**src/rtl/memory_arbiter_if.sv**
```systemverilog
// Memory-side bus of the two-requester memory arbiter.
// The arbiter uses the master modport and the memory model uses the slave modport.
interface memory_arbiter_if #(
  parameter int ADDR_WIDTH = 32
) ();
  logic                  mem_valid;
  logic                  mem_write;
  logic [ADDR_WIDTH-1:0] mem_address;
  logic [31:0]           mem_write_data;
  logic [3:0]            mem_write_mask;
  logic [31:0]           mem_read_data;
  logic                  mem_ack;

  modport master (
    output mem_valid,
    output mem_write,
    output mem_address,
    output mem_write_data,
    output mem_write_mask,
    input  mem_read_data,
    input  mem_ack
  );

  modport slave (
    input  mem_valid,
    input  mem_write,
    input  mem_address,
    input  mem_write_data,
    input  mem_write_mask,
    output mem_read_data,
    output mem_ack
  );
endinterface

```
**src/rtl/memory_arbiter.sv**
```systemverilog
// Two-requester arbiter for the single memory port, with an ack watchdog and a one-cycle completion pulse.
// Define ARBITER_ROUND_ROBIN_EN for round-robin tie breaking; otherwise requester 0 has fixed priority.
module memory_arbiter #(
  parameter int ADDR_WIDTH     = 32,
  parameter int TIMEOUT_CYCLES = 255
) (
  input  logic                  clock,
  input  logic                  reset,
  input  logic                  r0_read_enable,
  input  logic                  r0_write_enable,
  input  logic [ADDR_WIDTH-1:0] r0_address,
  input  logic [31:0]           r0_write_data,
  input  logic [3:0]            r0_write_mask,
  output logic [31:0]           r0_read_data,
  output logic                  r0_data_available,
  output logic                  r0_error,
  input  logic                  r1_read_enable,
  input  logic                  r1_write_enable,
  input  logic [ADDR_WIDTH-1:0] r1_address,
  input  logic [31:0]           r1_write_data,
  input  logic [3:0]            r1_write_mask,
  output logic [31:0]           r1_read_data,
  output logic                  r1_data_available,
  output logic                  r1_error,
  memory_arbiter_if.master      mem
);

  localparam int              CNT_W = $clog2(TIMEOUT_CYCLES + 1);
  localparam logic [CNT_W:0]  LIMIT = (CNT_W + 1)'(TIMEOUT_CYCLES);

  typedef enum logic [1:0] {
    IDLE   = 2'd0,
    ACCESS = 2'd1,
    RESP   = 2'd2
  } state_t;

  state_t                state;
  state_t                state_next;
  logic                  load;
  logic                  capture;
  logic                  timed_out;
  logic                  req0;
  logic                  req1;
  logic                  grant;
  logic                  owner;
  logic                  op_write;
  logic [ADDR_WIDTH-1:0] addr_q;
  logic [31:0]           wdata_q;
  logic [3:0]            mask_q;
  logic [31:0]           rdata_q;
  logic                  error_q;
  logic [CNT_W-1:0]      count;
  logic                  limit_next;

  assign req0 = r0_read_enable | r0_write_enable;
  assign req1 = r1_read_enable | r1_write_enable;

`ifdef ARBITER_ROUND_ROBIN_EN
  logic last_grant;

  // On a tie the requester that was not served last time wins.
  assign grant = (req0 && req1) ? ~last_grant : req1;

  always_ff @(posedge clock) begin
    if (reset) begin
      last_grant <= 1'b1;
    end else if (load) begin
      last_grant <= grant;
    end
  end
`else
  assign grant = ~req0;
`endif

  // The current ACCESS cycle is the last one allowed before the watchdog fires.
  assign limit_next = (({1'b0, count} + 1'b1) == LIMIT);

  always_ff @(posedge clock) begin
    if (reset) begin
      state <= IDLE;
    end else begin
      state <= state_next;
    end
  end

  always_comb begin
    state_next = state;
    load       = 1'b0;
    capture    = 1'b0;
    timed_out  = 1'b0;
    case (state)
      IDLE: begin
        if (req0 || req1) begin
          load       = 1'b1;
          state_next = ACCESS;
        end
      end
      ACCESS: begin
        if (mem.mem_ack) begin
          capture    = 1'b1;
          state_next = RESP;
        end else if (limit_next) begin
          timed_out  = 1'b1;
          state_next = RESP;
        end
      end
      RESP: begin
        state_next = IDLE;
      end
      default: begin
        state_next = IDLE;
      end
    endcase
  end

  always_ff @(posedge clock) begin
    if (reset) begin
      owner    <= 1'b0;
      op_write <= 1'b0;
      addr_q   <= '0;
      wdata_q  <= '0;
      mask_q   <= '0;
      rdata_q  <= '0;
      error_q  <= 1'b0;
      count    <= '0;
    end else begin
      if (load) begin
        owner    <= grant;
        op_write <= grant ? r1_write_enable : r0_write_enable;
        addr_q   <= grant ? r1_address : r0_address;
        wdata_q  <= grant ? r1_write_data : r0_write_data;
        mask_q   <= (grant ? r1_write_enable : r0_write_enable)
                    ? (grant ? r1_write_mask : r0_write_mask) : 4'b0000;
        error_q  <= 1'b0;
        count    <= '0;
      end else if (state == ACCESS) begin
        if ({1'b0, count} != LIMIT) begin
          count <= count + 1'b1;
        end
        if (capture) begin
          rdata_q <= mem.mem_read_data;
          error_q <= 1'b0;
        end else if (timed_out) begin
          rdata_q <= '0;
          error_q <= 1'b1;
        end
      end
    end
  end

  // Bus fields and responses are forced to zero outside their own state.
  assign mem.mem_valid      = (state == ACCESS);
  assign mem.mem_write      = (state == ACCESS) & op_write;
  assign mem.mem_address    = (state == ACCESS) ? addr_q  : '0;
  assign mem.mem_write_data = (state == ACCESS) ? wdata_q : '0;
  assign mem.mem_write_mask = (state == ACCESS) ? mask_q  : '0;

  assign r0_data_available = (state == RESP) & ~owner;
  assign r1_data_available = (state == RESP) &  owner;
  assign r0_read_data      = r0_data_available ? rdata_q : '0;
  assign r1_read_data      = r1_data_available ? rdata_q : '0;
  assign r0_error          = r0_data_available & error_q;
  assign r1_error          = r1_data_available & error_q;

endmodule
```
**src/flat_wrapper.sv**
```systemverilog
// flat-port wrapper written by rule: the top's interface ports become plain ports
module memory_arbiter_flat 
#(
  parameter int ADDR_WIDTH     = 32,
  parameter int TIMEOUT_CYCLES = 255
)
  (clock, reset, r0_read_enable, r0_write_enable, r0_address, r0_write_data, r0_write_mask, r0_read_data, r0_data_available, r0_error, r1_read_enable, r1_write_enable, r1_address, r1_write_data, r1_write_mask, r1_read_data, r1_data_available, r1_error, mem_mem_valid, mem_mem_write, mem_mem_address, mem_mem_write_data, mem_mem_write_mask, mem_mem_read_data, mem_mem_ack);
  memory_arbiter_if #(.ADDR_WIDTH(ADDR_WIDTH)) mem_i ();
  input  logic clock;
  input  logic reset;
  input  logic r0_read_enable;
  input  logic r0_write_enable;
  input  logic [ADDR_WIDTH-1:0] r0_address;
  input  logic [31:0] r0_write_data;
  input  logic [3:0] r0_write_mask;
  output logic [31:0] r0_read_data;
  output logic r0_data_available;
  output logic r0_error;
  input  logic r1_read_enable;
  input  logic r1_write_enable;
  input  logic [ADDR_WIDTH-1:0] r1_address;
  input  logic [31:0] r1_write_data;
  input  logic [3:0] r1_write_mask;
  output logic [31:0] r1_read_data;
  output logic r1_data_available;
  output logic r1_error;
  output wire logic [$bits(mem_i.mem_valid)-1:0] mem_mem_valid;
  output wire logic [$bits(mem_i.mem_write)-1:0] mem_mem_write;
  output wire logic [$bits(mem_i.mem_address)-1:0] mem_mem_address;
  output wire logic [$bits(mem_i.mem_write_data)-1:0] mem_mem_write_data;
  output wire logic [$bits(mem_i.mem_write_mask)-1:0] mem_mem_write_mask;
  input wire logic [$bits(mem_i.mem_read_data)-1:0] mem_mem_read_data;
  input wire logic [$bits(mem_i.mem_ack)-1:0] mem_mem_ack;
  assign mem_mem_valid = mem_i.mem_valid;
  assign mem_mem_write = mem_i.mem_write;
  assign mem_mem_address = mem_i.mem_address;
  assign mem_mem_write_data = mem_i.mem_write_data;
  assign mem_mem_write_mask = mem_i.mem_write_mask;
  assign mem_i.mem_read_data = mem_mem_read_data;
  assign mem_i.mem_ack = mem_mem_ack;
  memory_arbiter #(.ADDR_WIDTH(ADDR_WIDTH), .TIMEOUT_CYCLES(TIMEOUT_CYCLES)) u_core (.clock(clock), .reset(reset), .r0_read_enable(r0_read_enable), .r0_write_enable(r0_write_enable), .r0_address(r0_address), .r0_write_data(r0_write_data), .r0_write_mask(r0_write_mask), .r0_read_data(r0_read_data), .r0_data_available(r0_data_available), .r0_error(r0_error), .r1_read_enable(r1_read_enable), .r1_write_enable(r1_write_enable), .r1_address(r1_address), .r1_write_data(r1_write_data), .r1_write_mask(r1_write_mask), .r1_read_data(r1_read_data), .r1_data_available(r1_data_available), .r1_error(r1_error), .mem(mem_i));
endmodule
```
**config.mk**
```make
export PLATFORM = sky130hd
export DESIGN_NAME = memory_arbiter_flat
export DESIGN_NICKNAME = d
export VERILOG_FILES = /design/src/rtl/memory_arbiter_if.sv /design/src/rtl/memory_arbiter.sv /design/src/flat_wrapper.sv
export SDC_FILE = /design/constraint.sdc
export NUM_CORES = 1
export LEC_CHECK = 0
export CAP_MARGIN = 20
export CORE_AREA = 2 2 120 122
export CTS_CLUSTER_SIZE = 25
export DETAILED_ROUTE_END_ITERATION = 12
export DIE_AREA = 0 0 122 124
export DONT_BUFFER_PORTS = 1
export GPL_TIMING_DRIVEN = 0
export PLACE_DENSITY = 0.72
export SETUP_SLACK_MARGIN = 0.05
export SLEW_MARGIN = 5
export SYNTH_ARGS = -nofsm -noshare
export SYNTH_HDL_FRONTEND = slang
export SYNTH_SLANG_ARGS = --single-unit
export TNS_END_PERCENT = 5
```
**constraint.sdc**
```tcl
create_clock -name clock -period 4.6 [get_ports clock]
set_input_delay 0.92 -clock clock [delete_from_list [all_inputs] [get_ports clock]]
set_output_delay 0.92 -clock clock [all_outputs]
set_load 0.03 [all_outputs]
```
==> out/qor.txt <==
status - finished, final reports clean
Yosys reg bits - 113
fin util - 52.29%
Inserted Diodes - 0
syn_nets - 948
Critical Path Sink Type - primary output
final setup vio count - 0
LEAKAGE - 2.486 nW
setup TNS - 0 ns
Avg Inst Size Synth - 8.280 um^2
H-tree levels - 4
fmax - 0.2930 GHz
GPL Wtd Cong - 0.9103
Yosys warning total - 0
Power Dens Cells - 409.3 nW/um^2
ANT nets after route - 0
ys async rst share - 0%
CTS clk-pin slew, worst paths - 0.05 ns
Worst Clk Skew - 0.006833 ns
Max FO, Critical Path - 10
Hold WC Path Type - register to register
CP Depth - 6
Post-CTS Setup Inserts - 0
crit-path most repeated cell - clkbuf_1
CTS buffer count - 17
die width - 122 um
CTS Buffer Depth - 2
Critical Path Start Type - register
RSZ-0062 raised after global routing - false
cell area after synthesis - 6384 um^2
largest net degree at the start of global routing - 17
Max Cap Viol - 0
aggregate global routing overflow - 0
critical path class - register to primary output
area taken by multi-input logic gates - 3717 um^2
fin crit share - 74.19%
Post-Route WL - 19910 um
max incr delay on CP - 0.43 ns
CP arrival - 2.49 ns
fraction of layout instances using a drive strength above 1 - 14.80%
DR iter-0 viols - 239
clock sinks - 113
worst vdd rail ir drop - 209.4 uV
Rel. slew slack - 47.79%
top-level I/O count - 313
Final Slew Violations - 0
Vias - 5814
Worst-Skew Late Latency - 0.41 ns
Synth Flop Type - dfxtp_1
Distinct cells, synth - 44
initial core utilization - 46.53%
power consumption - 0.002936 W
FF-to-FF path depth - 7
Top delay family on crit path - buffers and inverters
Buf/Inv on CP - 4
# port buffers - 0
CTS tree - built
Register Area - 2262 um^2
FP Rows - 43
routed len/inst - 20.23 um
Final Cell Area - 7174 um^2
initial antenna violation count - 0
number of global-route vias before repair - 5508
Detailed Place HPWL - 15310 um
fin crit period - 3.413 ns
global-route wire length before repair - 29410 um
die area - 15130 um^2
CTS root buf - clkbuf_16
worst slew pin tran - 0.7831 ns
core region area - 13720 um^2
1st-pass router iterations - 5
worst-path cell with the longest stage delay - clkbuf_1
EDFF count, synth - 0
fillers - 1299
All-Layer GR Usage - 25.48%
cts-stage hold buffer count - 0
Post-CTS Resized - 0
Fin. Hold Viols - 0
post-place instance area - 6614 um^2
WHS - 0.4415 ns
register area share after synthesis - 35.44%
Mapped Cells - 771
Residual DRC - 0
P&R area growth vs syn - 12.39%
Die Y-Extent - 124 um
vias per inst - 5.909
Final #Nets - 968
cells along the critical path - nand2b_1 > buf_2 > inv_2 > clkbuf_1 > clkbuf_1 > and2_1
hold path depth - 2
Data required, critical path - 3.68 ns
[Yosys cell counts (2+ instances only)]
| cell type | n | area (um^2) |
|---|---|---|
| a21oi_1 | 69 | 345.3 |
| a311oi_1 | 38 | 332.8 |
| a311oi_2 | 60 | 900.9 |
| and2_1 | 135 | 844.6 |
| and3_1 | 2 | 12.51 |
| buf_2 | 23 | 115.1 |
| buf_6 | 7 | 78.83 |
| clkbuf_1 | 50 | 187.7 |
| dfxtp_1 | 113 | 2262 |
| ha_1 | 2 | 25.02 |
| inv_1 | 4 | 15.01 |
| mux2i_1 | 4 | 40.04 |
| nand2_1 | 74 | 277.8 |
| nand2b_1 | 2 | 12.51 |
| nand3_1 | 3 | 15.01 |
| nand4_1 | 3 | 18.77 |
| nor2_1 | 76 | 285.3 |
| nor3_1 | 4 | 20.02 |
| o211ai_1 | 4 | 30.03 |
| o21ai_0 | 70 | 350.3 |
| or4_1 | 2 | 15.01 |
| xnor2_1 | 2 | 17.52 |
| xor2_1 | 3 | 26.28 |
[final cells by class]
class                           instances  share of cell area [%]
Sequential cell                       113                   31.53
Buffer                                 81                   5.371
Clock inverter                          5                   1.081
Inverter                                5                  0.2616
Multi-Input combinational cell        572                   51.81
Clock buffer                           27                   6.732
Timing Repair Buffer                    1                 0.06976
Tap cell                              180                   3.139
[logic make-up (layout without fill, tap and decap cells)]
logic type	Yosys count	in the layout	share of synthesized area, %
muxes	4	4	0.6272
and+or+nand+nor	310	310	24.64
buffers and inverters	86	119	6.331
adders and majority gates	2	2	0.3919
DFF	113	113	35.44
xor gates and xnor gates	5	5	0.6861
AOI/OAI and AO/OA	251	251	31.89
[power breakdown]
group | internal, W | switching (W)
logic | 0.000180 | 0.000384
clock network | 0.000824 | 0.000439
registers | 0.00107 | 0.0000431
total | 0.00207 | 0.000866
[worst reg2reg max path, cell delays in order (launching register included)]
cell	delay, ns
dfxtp_1	0.46
ha_1	0.18
buf_2	0.17
xor2_1	0.16
nand4_1	0.15
o21bai_1	0.48
buf_2	0.33
a311oi_1	0.13
[stage by stage]
| step | setup slack [ns] | cells |
|---|---|---|
| after floorplan | 2.095 | 771 |
| after global placement | 1.326 | 951 |
| after detailed placement | 1.566 | 952 |
| after CTS | 1.128 | 984 |
| after global routing | 0.9798 | 984 |
| final | 1.187 | 984 |
[layout by cell type, fill, tap and decap left out, types with 7 or more instances in the layout]
cell       netlist  layout
buf_6            7       7
nand2_1         74      74
clkbuf_16        0      17
nor2_1          76      76
o21ai_0         70      70
and2_1         135     135
a21oi_1         69      69
dfxtp_1        113     113
a311oi_1        38      38
clkbuf_1        50      58
a311oi_2        60      60
buf_2           23      24
[path summary, 6_finish.rpt]
check                   startpoint  slack [ns]               endpoint
hold reg to reg   u_core.mask_q[2]        0.44       u_core.mask_q[2]
hold / removal    u_core.mask_q[2]        0.44       u_core.mask_q[2]
setup reg to reg   u_core.count[0]        2.41     u_core.rdata_q[29]
setup / recovery   u_core.state[1]        1.19  mem_mem_write_mask[2]
[state kept, by name, summed over array words and instances, names as in the netlist, 2 cells and up]
signal	flops
u_core.addr_q	32
u_core.count	8
u_core.mask_q	4
u_core.rdata_q	32
u_core.state	2
u_core.wdata_q	32
[per-layer routing]
layer / GRT usage, % / wire (um) / vias to the layer above / share of wire [%]
li1: - / - / 2793 / -
met2: 43.89 / 9830 / 265 / 49
met1: 27.70 / 7589 / 2719 / 38
met5: 0 / 0 / - / 0
met4: 12.07 / 631 / 0 / 3.2
met3: 9.661 / 1857 / 37 / 9.3
Power figures use the tool's default switching activity.
